$ cat src/rtl/mips_issue_queue.sv
// mips_issue_queue
//   Circular FIFO between a bursty producer and the MIPS execution stage.
//   It accepts {instruction, output_reg} pairs on a valid/ready handshake and
//   replays them as a registered, gap-free issue stream at one entry per
//   cycle. `hold` pauses issue without losing or skipping entries.
//
// Ports
//   clk, rst_n          clock, synchronous active-low reset
//   in_valid/in_ready   producer handshake (in_ready = !full)
//   in_instruction      32-bit instruction word
//   in_output_reg       four 5-bit register selectors
//   hold                suppress issue at this edge
//   issue_valid         registered, drives MIPS in_valid
//   issue_instruction   registered, zero whenever issue_valid is 0
//   issue_output_reg    registered, zero whenever issue_valid is 0
//   count               registered occupancy
//   full, empty         decoded from count
//   issued_total        entries issued since reset, wraps at 16 bits
module mips_issue_queue #(
  parameter  int DEPTH = 8,
  localparam int CW    = $clog2(DEPTH) + 1
) (
  input  logic          clk,
  input  logic          rst_n,
  input  logic          in_valid,
  output logic          in_ready,
  input  logic [31:0]   in_instruction,
  input  logic [19:0]   in_output_reg,
  input  logic          hold,
  output logic          issue_valid,
  output logic [31:0]   issue_instruction,
  output logic [19:0]   issue_output_reg,
  output logic [CW-1:0] count,
  output logic          full,
  output logic          empty,
  output logic [15:0]   issued_total
);

  localparam int AW = $clog2(DEPTH);

  typedef struct packed {
    logic [31:0] instruction;
    logic [19:0] output_reg;
  } entry_t;

  // Storage is not reset; contents only matter once count covers them.
  entry_t          mem_q [DEPTH];

  logic [AW-1:0]   wp_q, wp_d;
  logic [AW-1:0]   rp_q, rp_d;
  logic [CW-1:0]   count_q, count_d;
  logic            issue_valid_q, issue_valid_d;
  entry_t          issue_q, issue_d;
  logic [15:0]     issued_total_q, issued_total_d;

  logic            push, pop;

  assign full     = (count_q == CW'(DEPTH));
  assign empty    = (count_q == '0);
  assign in_ready = !full;

  // Pop never sees an entry pushed at the same edge: empty means no issue,
  // so there is no write-to-read bypass path.
  assign push = in_valid && in_ready;
  assign pop  = !hold && !empty;

  always_comb begin
    wp_d           = wp_q;
    rp_d           = rp_q;
    count_d        = count_q;
    issue_valid_d  = 1'b0;
    issue_d        = '0;   // payload is forced to zero when not issuing
    issued_total_d = issued_total_q;

    if (push) wp_d = wp_q + AW'(1);   // power-of-two depth: natural wrap

    if (pop) begin
      rp_d           = rp_q + AW'(1);
      issue_valid_d  = 1'b1;
      issue_d        = mem_q[rp_q];
      issued_total_d = issued_total_q + 16'd1;
    end

    case ({push, pop})
      2'b10:   count_d = count_q + CW'(1);
      2'b01:   count_d = count_q - CW'(1);
      default: count_d = count_q;
    endcase
  end

  always_ff @(posedge clk) begin
    if (!rst_n) begin
      wp_q           <= '0;
      rp_q           <= '0;
      count_q        <= '0;
      issue_valid_q  <= 1'b0;
      issue_q        <= '0;
      issued_total_q <= '0;
    end else begin
      wp_q           <= wp_d;
      rp_q           <= rp_d;
      count_q        <= count_d;
      issue_valid_q  <= issue_valid_d;
      issue_q        <= issue_d;
      issued_total_q <= issued_total_d;
    end
  end

  always_ff @(posedge clk) begin
    if (rst_n && push) mem_q[wp_q] <= '{instruction: in_instruction, output_reg: in_output_reg};
  end

  assign issue_valid       = issue_valid_q;
  assign issue_instruction = issue_q.instruction;
  assign issue_output_reg  = issue_q.output_reg;
  assign count             = count_q;
  assign issued_total      = issued_total_q;

endmodule

$ cat config.mk
export PLATFORM = sky130hd
export DESIGN_NAME = mips_issue_queue
export DESIGN_NICKNAME = d
export VERILOG_FILES = /design/src/rtl/mips_issue_queue.sv
export SDC_FILE = /design/constraint.sdc
export NUM_CORES = 1
export LEC_CHECK = 0
export ABC_AREA = 1
export CELL_PAD_IN_SITES_DETAIL_PLACEMENT = 1
export CELL_PAD_IN_SITES_GLOBAL_PLACEMENT = 1
export CORE_ASPECT_RATIO = 1.5
export CORE_MARGIN = 2
export CORE_UTILIZATION = 48
export DETAILED_ROUTE_END_ITERATION = 16
export PLACE_DENSITY_LB_ADDON = 0.1
export SLEW_MARGIN = 10
export SYNTH_ARGS = -nofsm -noshare
export SYNTH_HDL_FRONTEND = slang
export SYNTH_SLANG_ARGS = --single-unit
$ cat constraint.sdc
create_clock -name clk -period 5.7 [get_ports clk]
set_input_delay 0.855 -clock clk [delete_from_list [all_inputs] [get_ports clk]]
set_output_delay 0.855 -clock clk [all_outputs]
set_load 0.01 [all_outputs]
# ---- After elaboration in Yosys (flattened, before gate mapping)
# Memory sizes are Yosys's and may differ from the RTL's. A register that Yosys moved wholly into a read port is not among the register bits.
# Cells that the tools add are included.
dict set report totals {
  register_bits 27
  ramBits 416
  in_bits 56
  memories 1
}
dict set report classes {
  addsub 5
  eq_ne 3
  n_mux 4
  n_reduce_logical 10
}
# name depth width read_ports rd_ports_with_merged_regs write_ports line
set mem_list {}
lappend mem_list {mem_q 8 52 1 1 1 47} ;# entry_t mem_q [DEPTH];
# op count
set ops {}
lappend ops {{$add 16x1->16 const B} 1}
lappend ops {{$pmux 4 s2} 1}
lappend ops {{$add 3x1->3 const B} 2}
lappend ops {{$add 4x1->4 const B} 1}
lappend ops {{$eq 4x4->1 const B} 1}
lappend ops {{$logic_not 1->1} 4}
lappend ops {{$logic_not 4->1} 1}
lappend ops {{$sub 4x1->4 const B} 1}
lappend ops {{$logic_and 1x1->1} 3}
lappend ops {{$mux 1} 3}
lappend ops {{$eq 2x1->1 const B} 1}
lappend ops {{$eq 2x2->1 const B} 1}
lappend ops {{$reduce_and 2->1} 1}
lappend ops {{$reduce_bool 2->1} 1}

# ---- Logic depth before layout (Yosys ltp)
dict set report logic_depth {
  ltp_word 6
  mapped_depth 13
  mapped_depth_nobuf 13
}

# ---- Worst setup path before layout
# Ideal clock, no wire load.
dict set report synth_path {
  kind {input-to-reg}
  from {in in_valid}
  to {mem mem_q[0][0] (netlist name) (enable)}
  setup_ps 526
  arrival_time_ps 4703
  path_slack_ps 471
  cell_stages 4
  path_buffers 0
  cell_sequence {nand2_1 inv_1 nand2_1 nor3_1}
}
dict set report synth_between {
  elab_chain_cells 4
}
# item line
set synth_rtl {}
lappend synth_rtl {{start: declaration} 25} ;# input logic in_valid,
lappend synth_rtl {{$logic_and 1x1->1} 64} ;# assign push = in_valid && in_ready;
lappend synth_rtl {{$logic_and 1x1->1} 110} ;# if (rst_n && push) mem_q[wp_q] <= '{instruction: in_instruction, output_reg: in_output_reg};
lappend synth_rtl {{$mux 1} 110}
lappend synth_rtl {{$mux 1 (implied by the code)} 110}
lappend synth_rtl {{end: declaration} 47}
# No other way between the ends.

# ---- Final worst setup path
dict set report layout_path {
  from {in rst_n}
  to {reg issue_q, in the netlist issue_output_reg[15]}
}
dict set report layout_between {
  elab_chain_cells 2
}
# item line
set layout_rtl {}
lappend layout_rtl {{start: declaration} 24} ;# input logic rst_n,
lappend layout_rtl {{$reduce_and 2->1 (no source line)} --}
lappend layout_rtl {{$logic_not 1->1 (no source line)} --}
lappend layout_rtl {{end signal: assignment} 104} ;# issue_q <= issue_d;
lappend layout_rtl {{end: declaration} 53} ;# entry_t issue_q, issue_d;
# No other way between the ends.
# A chain may end at the register's enable or synchronous reset.

==> results_dict.tcl <==
set metrics [dict create \
    status "finished clean" \
    grt_setup_unrepaired "false" \
    ios 132 \
    die_w_um 166 \
    io_buffers 131 \
    cp_cell_sequence "clkdlybuf4s50_1 -> inv_1 -> nor2_4 -> buf_4 -> o21ai_0 -> nor2_1" \
    syn_nets 1611 \
    insertedDiodeCount 0 \
    vias 11991 \
    die_h_um 246 \
    largest_register_ffs 416 \
    setup_viol 0 \
    worstMarginPinSlew_ns 1.19 \
    ant_nets 0 \
    start_util_pct 48.8 \
    syn_avg_cell_area_sq_um 12.1 \
    path_buf_inv 3 \
    path_max_fanout 38 \
    yosys.cell_types.count 29 \
    required_ns 6.19 \
    max_freq_ghz 0.297 \
    p_leak_nw 7.42 \
    dp_cells 2104 \
    cp.arrival_ns 3.86 \
    clock_latency_ns 0.56 \
    grt_overflow 0 \
    syn_inst 1548 \
    synth_seq_area_share_pct 74.9 \
    synth_top_area_share_pct 66.5 \
    end_kind "register" \
    num_rows 88 \
    wl_per_cell_um 20.5 \
    hold_class "register to register" \
    drt_iter0_drc 638 \
    final_common_cell "nor2_1" \
    min_to "issued_total[3]$_SDFFE_PN0P_" \
    cts_setup_buffers 0 \
    hold_path_depth 2 \
    power.density_mw_per_mm2 425 \
    wl_mm 45.0 \
    grt_pass1_vias 12880 \
    cp_num_cells 6 \
    ys.warnings.count 0 \
    finalNonFillerCells 2189 \
    reg2reg_from "rp_q[0]$_SDFFE_PN0P_" \
    syn_area_sq_mm 0.0188 \
    dieArea_sq_mm 0.0408 \
    syn_to_final_growth_pct 17.2 \
    crit_family "buffers and inverters" \
    holdBufCountCts 0 \
    grt_antenna_before_repair 1 \
    clock_path_buffers 3 \
    clk_pin_slew_worst_paths_ns 0.06 \
    relSlewSlack_pct 20.2 \
    reg2reg_slack_ns 2.87 \
    synth.largest_area_cell "edfxtp_1" \
    clock-sinks 495 \
    cts-root-buf "clkbuf_16" \
    cts.htree.levels 2 \
    core_sq_mm 0.0385 \
    route.detailed.drc 0 \
    ff2ff_path_depth 6 \
    drive_gt1_share_pct 6.14 \
    ctsResizeCount 0 \
    viasPerCell 5.48 \
    fin_crit_ns 3.37 \
    clock-skew-final_ns 0.0178 \
    crit_slowest_cell "clkdlybuf4s50_1" \
    finalNetCount 1720 \
    slowest_delay_ns 1.02 \
    critPathLaunchType "input pin" \
    ys_seq_elements 495 \
    cts_buffers 46 \
    peakVddDrop_mv 0.286 \
    grt_max_degree 209 \
    crit_type "input pin to register" \
    gp_congestion 0.760 \
    regToRegEndpoint "issue_instruction[4]$_SDFF_PN0_" \
    hold_viol 0 \
    fin_crit_sh_pct 59.1 \
    final.setup.tns_ns 0 \
    synth_area_leaders "edfxtp_1 (66%), nor2_1 (9.0%), dfxtp_1 (8.4%)" \
    final_cell_mix "nor2_1 (447), edfxtp_1 (416), o21ai_0 (291), clkdlybuf4s50_1 (131), o21ai_1 (88)" \
    drv_slew 0 \
    grt_first_pass_wirelength_mm 70.0 \
    max-cap-violations 0 \
    hold_start "issued_total[3]$_SDFFE_PN0P_" \
    drt_pass1_iterations 5 \
    grt_util_all_layers_pct 22.4 \
    cts_tree "yes" \
    dp_hpwl_mm 24.6 \
]
-- logic make-up (layout without fill, tap and decap cells) --
kind of cell | Yosys count | in the layout | synth area share [%]
flops | 495 | 495 | 74.9
simple gates | 525 | 525 | 10.8
buf+inv | 126 | 272 | 3.23
fa+ha+maj | 7 | 7 | 0.506
xor+xnor | 4 | 4 | 0.186
compound gates | 391 | 391 | 10.4
-- layout make-up --
cell class,instances,area [sq um]
Clock buffer,58,1290
Clock inverter,27,235
Fill cell,3974,16500
Inverter,38,148
Multi-Input combinational cell,927,4160
Sequential cell,495,14100
Tap cell,495,619
Timing Repair Buffer,149,1480
-- through the flow --
stage	area [sq um]	total power [mW]	hold WS (ns)	utilization, %	setup WS (ns)
finish	22000	9.36	0.529	57.1	2.33
CTS	22000	9.48	0.529	57.1	2.29
floorplan	18800	5.65	0.492	-	0.471
global placement	20500	6.30	0.504	53.2	1.71
global route	22000	9.85	0.551	57.1	2.09
detailed placement	20500	6.39	0.514	53.2	1.69
-- Yosys cell counts (all sizes together) --
library cell / n
buf: 52
fa: 1
xnor2: 4
nand3: 14
o21ai: 379
inv: 38
nor2: 453
and3: 3
ha: 6
nor3b: 1
clkbuf: 36
edfxtp: 416
or2: 1
nand2: 44
dfxtp: 79
nor3: 8
nand4: 1
a21oi: 12
-- how the worst max path moves through the flow --
| stage | from | to | slack, ns |
|---|---|---|---|
| 2_1_floorplan | in_valid | mem_q[0][0]$_DFFE_PP_ | 0.47 |
| 3_3_place_gp | rst_n | mem_q[5][19]$_DFFE_PP_ | 1.71 |
| 3_5_place_dp | rst_n | mem_q[5][13]$_DFFE_PP_ | 1.69 |
| 4_1_cts | rst_n | mem_q[5][17]$_DFFE_PP_ | 2.29 |
| 5_1_grt | rst_n | issue_output_reg[1]$_SDFF_PN0_ | 2.09 |
| 6_report | rst_n | issue_output_reg[15]$_SDFF_PN0_ | 2.33 |
-- per-layer routing --
layer | global-route usage, % | routed length, um | up-vias
li1 | - | - | 5637
met4 | 7.28 | 1210 | 2
met3 | 2.98 | 1420 | 82
met1 | 27.0 | 18400 | 6051
met5 | 0 | 13 | -
met2 | 41.0 | 23900 | 219
-- power breakdown --
part,leakage (nW),internal (mW),switching (mW)
combinational,2.27,0.700,1.34
sequential,4.40,4.11,0.127
clock,0.743,1.78,1.30
total,7.42,6.59,2.77
-- tightest hold or removal path, stage by stage (launching register included) --
cell	delay [ns]
dfxtp_1	0.35
inv_1	0.08
a21oi_1	0.06
(Power assumes the default switching activity.)
